### src/rtl/grf_bypass_if.sv
// -----------------------------------------------------------------------------
// grf_bypass_if
// Bundle of writeback-side write signals and decode-side read signals for the
// general register file.
//   RegWrite / WriteA / WD / WPC : write request from WB (master -> slave)
//   RA1 / RA2                    : read addresses from ID (master -> slave)
//   RD1 / RD2                    : read data back to ID (slave -> master)
//   wr_count                     : effective-write counter (slave -> master)
// -----------------------------------------------------------------------------
interface grf_bypass_if #(
    parameter int DATA_W = 32
);
    logic              RegWrite;
    logic [4:0]        WriteA;
    logic [DATA_W-1:0] WD;
    logic [31:0]       WPC;
    logic [4:0]        RA1;
    logic [4:0]        RA2;
    logic [DATA_W-1:0] RD1;
    logic [DATA_W-1:0] RD2;
    logic [31:0]       wr_count;

    modport master (
        output RegWrite, WriteA, WD, WPC, RA1, RA2,
        input  RD1, RD2, wr_count
    );

    modport slave (
        input  RegWrite, WriteA, WD, WPC, RA1, RA2,
        output RD1, RD2, wr_count
    );
endinterface

### src/rtl/grf_bypass.sv
// -----------------------------------------------------------------------------
// grf_bypass
// 31-entry general register file ($0 reads as zero, has no storage) with two
// combinational read ports and an optional same-cycle write-to-read bypass.
// Also counts effective writes (RegWrite with a non-zero destination).
//
// Ports:
//   clk    : rising-edge clock for all state
//   reset  : asynchronous, active-low; clears registers and wr_count at once
//   bus    : grf_bypass_if.slave (write request, read addresses/data, count)
//
// Parameters:
//   DATA_W : register width
//   BYPASS : 1 forwards the write data of the current cycle to matching reads
//
// Optional feature macro: GRF_WRITE_TRACE_EN
//   When defined, one trace line is printed for every effective write edge.
// -----------------------------------------------------------------------------
module grf_bypass #(
    parameter int DATA_W = 32,
    parameter bit BYPASS = 1'b1
) (
    input  logic          clk,
    input  logic          reset,
    grf_bypass_if.slave   bus
);

    logic [DATA_W-1:0] r_regs [1:31];
    logic [31:0]       r_wr_count;
    logic              w_weff;
    logic [DATA_W-1:0] w_rd1;
    logic [DATA_W-1:0] w_rd2;

    // Writes to $0 are discarded entirely: no storage, no count, no trace.
    assign w_weff = bus.RegWrite && (bus.WriteA != 5'd0);

    // Register array update; reset wins over a write in the same cycle.
    always_ff @(posedge clk or negedge reset) begin
        if (!reset) begin
            for (int i = 1; i < 32; i++) begin
                r_regs[i] <= '0;
            end
        end else if (w_weff) begin
            r_regs[bus.WriteA] <= bus.WD;
        end
    end

    // Effective-write counter; wraps silently through zero.
    always_ff @(posedge clk or negedge reset) begin
        if (!reset) begin
            r_wr_count <= 32'd0;
        end else if (w_weff) begin
            r_wr_count <= r_wr_count + 32'd1;
        end
    end

`ifdef GRF_WRITE_TRACE_EN
    // Per-write trace, printed only for edges that actually write.
    always_ff @(posedge clk) begin
        if (reset && w_weff) begin
            $display("%d@%h: $%d <= %h", $time, bus.WPC, bus.WriteA, bus.WD);
        end
    end
`else
    // The trace PC has no other consumer.
    logic w_unused_wpc;
    assign w_unused_wpc = ^bus.WPC;
`endif

    // Read port 1: $0 first, then bypass, then stored value.
    always_comb begin
        w_rd1 = '0;
        if (bus.RA1 == 5'd0) begin
            w_rd1 = '0;
        end else if (BYPASS && w_weff && (bus.WriteA == bus.RA1)) begin
            w_rd1 = bus.WD;
        end else begin
            w_rd1 = r_regs[bus.RA1];
        end
    end

    // Read port 2: same priority as port 1.
    always_comb begin
        w_rd2 = '0;
        if (bus.RA2 == 5'd0) begin
            w_rd2 = '0;
        end else if (BYPASS && w_weff && (bus.WriteA == bus.RA2)) begin
            w_rd2 = bus.WD;
        end else begin
            w_rd2 = r_regs[bus.RA2];
        end
    end

    assign bus.RD1      = w_rd1;
    assign bus.RD2      = w_rd2;
    assign bus.wr_count = r_wr_count;

endmodule
### src/flat_wrapper.sv
// flat-port wrapper written by rule: the top's interface ports become plain ports
module grf_bypass_flat 
#(
    parameter int DATA_W = 32,
    parameter bit BYPASS = 1'b1
)
  (clk, reset, bus_RegWrite, bus_WriteA, bus_WD, bus_WPC, bus_RA1, bus_RA2, bus_RD1, bus_RD2, bus_wr_count);
  grf_bypass_if #(.DATA_W(DATA_W)) bus_i ();
  input  logic clk;
  input  logic reset;
  input wire logic [$bits(bus_i.RegWrite)-1:0] bus_RegWrite;
  input wire logic [$bits(bus_i.WriteA)-1:0] bus_WriteA;
  input wire logic [$bits(bus_i.WD)-1:0] bus_WD;
  input wire logic [$bits(bus_i.WPC)-1:0] bus_WPC;
  input wire logic [$bits(bus_i.RA1)-1:0] bus_RA1;
  input wire logic [$bits(bus_i.RA2)-1:0] bus_RA2;
  output wire logic [$bits(bus_i.RD1)-1:0] bus_RD1;
  output wire logic [$bits(bus_i.RD2)-1:0] bus_RD2;
  output wire logic [$bits(bus_i.wr_count)-1:0] bus_wr_count;
  assign bus_i.RegWrite = bus_RegWrite;
  assign bus_i.WriteA = bus_WriteA;
  assign bus_i.WD = bus_WD;
  assign bus_i.WPC = bus_WPC;
  assign bus_i.RA1 = bus_RA1;
  assign bus_i.RA2 = bus_RA2;
  assign bus_RD1 = bus_i.RD1;
  assign bus_RD2 = bus_i.RD2;
  assign bus_wr_count = bus_i.wr_count;
  grf_bypass #(.DATA_W(DATA_W), .BYPASS(BYPASS)) u_core (.clk(clk), .reset(reset), .bus(bus_i));
endmodule
### config.mk
export PLATFORM = sky130hd
export DESIGN_NAME = grf_bypass_flat
export DESIGN_NICKNAME = d
export VERILOG_FILES = /design/src/rtl/grf_bypass_if.sv /design/src/rtl/grf_bypass.sv /design/src/flat_wrapper.sv
export SDC_FILE = /design/constraint.sdc
export NUM_CORES = 2
export LEC_CHECK = 0
export BUFFER_PORTS_ARGS = -buffer_cell sky130_fd_sc_hd__buf_2
export CAP_MARGIN = 20
export CORE_MARGIN = 2
export CORE_UTILIZATION = 55
export DETAILED_ROUTE_END_ITERATION = 8
export PLACE_DENSITY_LB_ADDON = 0.15
export SETUP_SLACK_MARGIN = 0.02
export SLEW_MARGIN = 40
export SYNTH_ARGS = -nofsm -noshare
export SYNTH_HDL_FRONTEND = slang
export SYNTH_SLANG_ARGS = --single-unit
### constraint.sdc
create_clock -name clk -period 3.4 [get_ports clk]
set_input_delay 0.34 -clock clk [delete_from_list [all_inputs] [get_ports clk]]
set_output_delay 0.34 -clock clk [all_outputs]
set_load 0.01 [all_outputs]
---- Word level (Yosys, flattened, before mapping) ----
Cells that the tools add are included.
storage, ports and cells
  logic and storage cells ................. 62
  bits of input ports ..................... 82
  output and inout bits ................... 96
  memories ................................ 0
  bits in latches ......................... 0
  ROM bits ................................ 0
  bits in registers ....................... 1024
  memory bits (writable) .................. 0
operators by class
  multiply operators ...................... 0
  equality and inequality tests ........... 2
  bitwise logic cells ..................... 3
  mux-type cells .......................... 13
  $lt $le $gt $ge ......................... 4
  reductions and logical operators ........ 7
  shifts and indexed selects .............. 0
  add/sub/neg operators ................... 1
  div/mod/pow operators ................... 0
operator list
  operator                 number
  $bwmux W992              1
  $bmux W32 S5             2
  $mux W32                 9
  $demux W32 S5            1
  $add A32 B1 Y32 const B  1
  $ge A6 B6 Y1 const B     3
  $not A5 Y6               3
  $eq A5 B5 Y1             2
  $logic_not A5 Y1         2
  $lt A6 B1 Y1 const B     1
  $reduce_bool A5 Y1       1
  $logic_and A1 B1 Y1      4

---- Longest topological paths before layout ----
  depth in word-level cells ............... 6
  mapped depth ............................ 9

---- Worst setup path before layout ----
Ideal clock, no wire load.
  path kind ............................... input -> output
  start ................................... input bus_RA2[0]
  end ..................................... output bus_RD2[23]
  setup slack ............................. 1.128 ns
  path buffers ............................ 3
  cell stages on the path ................. 7
  data arrival time ....................... 1.932 ns
  cell sequence ........................... buf_4 > buf_4 > buf_2 > mux4_2 > a21oi_1 > nor3_1 > o221a_2
between the ends
  longest elaborated chain between the ends .. 6
  elaborated cells between the ends (all ways) .. 9
  those cells by class .................... 1 x eq/ne; 5 x mux; 1 x bitwise; 2 x reduce/logical
ends and longest elaborated chain
  element                                       RTL line            source
  start: declaration                            flat_wrapper.sv:16  input wire logic [$bits(bus_i.RA2)-1:0] bus_RA2;
  $not A5 Y6 (implied by the code)              grf_bypass.sv:90    w_rd2 = r_regs[bus.RA2];
  $bmux W32 S5                                  grf_bypass.sv:90
  $mux W32 (implied by the code) (2 in series)  grf_bypass.sv:90
  $mux W32                                      grf_bypass.sv:87    end else if (BYPASS && w_weff && (bus.WriteA == bus.RA2)) begin
  $mux W32 *                                    grf_bypass.sv:85    if (bus.RA2 == 5'd0) begin
  end: declaration                              flat_wrapper.sv:18  output wire logic [$bits(bus_i.RD2)-1:0] bus_RD2;
Mark *: on every way between the ends. The rest lies on a longest branch, timed or not. The select of a mux whose other input is x is not followed.

---- Worst setup path after layout ----
  start ................................... input bus_WriteA[3]
  end ..................................... output bus_RD1[23]
between the ends
  longest elaborated chain between the ends .. 5
  elaborated cells between the ends (all ways) .. 6
  those cells by class .................... 1 x eq/ne; 2 x mux; 3 x reduce/logical
ends and longest elaborated chain
  element                RTL line            source
  start: declaration     flat_wrapper.sv:12  input wire logic [$bits(bus_i.WriteA)-1:0] bus_WriteA;
  $reduce_bool A5 Y1     grf_bypass.sv:35    assign w_weff = bus.RegWrite && (bus.WriteA != 5'd0);
  $logic_and A1 B1 Y1    grf_bypass.sv:35
  $logic_and A1 B1 Y1 *  grf_bypass.sv:75    end else if (BYPASS && w_weff && (bus.WriteA == bus.RA1)) begin
  $mux W32 *             grf_bypass.sv:75
  $mux W32 *             grf_bypass.sv:73    if (bus.RA1 == 5'd0) begin
  end: declaration       flat_wrapper.sv:17  output wire logic [$bits(bus_i.RD1)-1:0] bus_RD1;
Mark *: on every way between the ends. The rest lies on a longest branch, timed or not.

==> flow_summary.toml <==
[clocking]
clkLatencyLatePin_ps = 690
root_buffer = "clkbuf_16"
numCtsBuffers = 112
cts_tree = "built"
clock_path_buffers = 3
cts.clk_slew.worst_paths_ps = 60
ctsHtreeMaxLevel = 3
post_cts_buffers = 0
cts.sinks = 1024
cts_resized = 0

[setup_path]
path_delay_family = "simple AND/OR/NAND/NOR gates"
slowest_stage = "or3_1"
cp_cell_sequence = "buf_2 > or3_1 > o21a_1 > nand3_4 > buf_12 > nand3_1 > o221a_2 > buf_2"
crit_type = "primary input to output port"
end_kind = "output port"
timing.reg2reg.setup_slack_ps = 1500
start_kind = "primary input"
cp_max_fo = 54
crit_path_max_incr_delay_ps = 490
path_common_cell = "buf_2"
arrival_ps = 2710
critPathBufInv = 3
required_ps = 3060

[drt]
drt_iter0_markers = 4072
drc_errors = 0
wl_um = 174000
via_per_inst = 6.76
via_count = 39829
antenna_left = 0
drtPass1Iterations = 5
routedWlPerCell_um = 29.5

[finish]
drive_gt1_share_pct = 40.9
area_delta_synth_final_pct = 12.6
antenna_cells = 0
final_area_mm2 = 0.0632
nFillCells = 7895
final_nets = 4511

[global_route]
antenna_found_initial = 1
grt_max_degree = 103
grt_usage_pct = 33.4
grt_overflow = 0
grt_pass1_wl_um = 261000
grt_pass1_vias = 40401

[logic_synthesis]
synth_edf_count = 0
yosys_warnings = 0
ys.flop_type = "dfrtp_1"
yosysTopAreaCellShare_pct = 45.6
synth_nets = 4511
syn_area_per_cell_um2 = 12.7
ys_seq_area_share_pct = 45.6
synth.distinct_cells = 47
yosys-top-cells-area = "dfrtp_1 46%, mux2_2 21%, mux2i_1 11%, mux4_2 5.1%, buf_2 1.6%"
synth.largest_area_cell = "dfrtp_1"
synth_area_mm2 = 0.0561
syn_inst = 4428
synth_most_common_cell = "mux2_2"
synth_seq_cells = 1024
synth_commonest_cells = "1055 x mux2_2, 1024 x dfrtp_1, 642 x mux2i_1"
synthArstFlopShare_pct = 100

[floorplan]
core_region_area_mm2 = 0.101
dieArea_mm2 = 0.105
io_pins = 178
fp-row-count = 117
start_util_pct = 55.3
die_width_um = 323
die_y_um = 323

[timing]
hold_viol_final = 0
setup_viol = 0
fin_tns_setup_ps = 0
finalClockSkew_ps = 3.18
fmax_ghz = 0.328
min_period_over_period_pct = 89.8
min_period_ps = 3050
slew_headroom_pct = 41.3
drv_slew = 0
rsz0062_at_grt = "false"
worst_pin_slew_ps = 880

[worst_hold_path]
hold_path_class = "primary input to flip-flop"

[place]
placed_area_mm2 = 0.0591
hpwl_um = 104000
place_congestion = 0.858
port_buffers = 145

[power_and_ir_drop]
p_leak_uw = 0.0289
vdd_drop_max_uv = 487
powerDensity_mw_per_mm2 = 583

[flow_run]
maxCapViolations = 0

[run_status]
outcome = "finished clean"
==> worst paths after layout <==
kind	startpoint	endpoint	depth (start not counted)
max	bus_WriteA[3]	bus_RD1[23]	8
min	bus_RegWrite	u_core.bus.wr_count[6]	3
max reg2reg	u_core.bus.wr_count[6]	u_core.bus.wr_count[24]	5
min reg2reg	u_core.bus.wr_count[31]	u_core.bus.wr_count[31]	1
max in group asynchronous	reset	u_core.r_regs[817]	4
min in group asynchronous	reset	u_core.bus.wr_count[30]	2
==> layer usage <==
metal  track usage, %  wire [um]  up-vias  part of all wire (%)
li1                 -          -    16813                     -
met1             47.5      75700    20911                    43
met2             51.4      79300     1737                    46
met3             6.09      13600      366                   7.8
met4             11.6       5570        2                   3.2
met5                0         11        -                0.0063
==> logic make-up (layout without fill, tap and decap cells) <==
group	Yosys count	count (layout)	share of synthesized area, %
mux	1826	1826	37.8
xor+xnor	41	41	0.640
buf+inv	471	571	3.77
simple gates	424	424	4.00
flops	1024	1024	45.6
compound gates	641	641	8.15
fa+ha+maj	1	1	0.0223
==> repair_timing <==
action	4_1_cts	5_1_grt
endpoints found under the hold margin	50	0
setup endpoints to repair	0	0
hold buffers	1	0
==> per-stage QoR <==
stage	hold WS (ps)	instances	utilization [%]	setup slack [ps]	total power, uW
CTS	163	5896	62.3	361	36900
finish	186	5896	62.3	348	36800
global route	245	5896	62.3	278	38400
detailed placement	399	5681	58.3	363	23700
global placement	399	5680	58.3	346	23400
floorplan	44.4	4428	-	1130	21400
==> worst reg2reg max path, delay by kind of cell (launching register included) <==
family / cells / cell delay, ps
and+or+nand+nor: 4 / 1200
xor gates and xnor gates: 1 / 150
DFF: 1 / 440
==> layout by cell type (no fill, tap or decap), types with 6 or more instances in the layout <==
cell          n
nor2b_4       7
nor3_1       65
mux2i_1     642
nand2b_1     69
nand4_1      10
xnor2_1      25
buf_2       136
nand3_1     138
bufinv_16    13
dfrtp_1    1024
mux4_2      128
nor2_4       14
o22ai_1     129
and3_1        6
nor2_1       11
clkinv_2     22
a21oi_1     158
nand2_2      15
nand2_1      46
mux2_2     1055
xor2_1       16
a22oi_1      96
clkbuf_8     35
o21ai_0      62
a221o_1      63
clkbuf_1     19
clkbuf_16   117
buf_4       150
o221a_2      60
o221ai_1     63
buf_12       62
==> registers in the layout, indices dropped and copies added (netlist names) <==
register             cells
u_core.bus.wr_count     32
u_core.r_regs          992
==> area by class of cell <==
| type | instances | area (um2) | area share, % |
|---|---|---|---|
| inverter | 1 | 3.75 | 0.00594 |
| clock inverter | 43 | 564 | 0.893 |
| clock buffer | 171 | 3480 | 5.51 |
| sequential | 1024 | 25600 | 40.5 |
| multi-input combinational | 2933 | 28600 | 45.3 |
| timing repair buffer | 356 | 3170 | 5.02 |
| tap | 1368 | 1710 | 2.71 |
==> where the power goes <==
part	total [uW]	internal, uW	leakage (uW)	switching, uW
clock	13200	8020	0.00200	5190
sequential	16300	14500	0.0131	1730
combinational	7370	4090	0.0138	3280
total	36800	26600	0.0289	10200
Note: power is estimated with default switching activity, not from simulation.
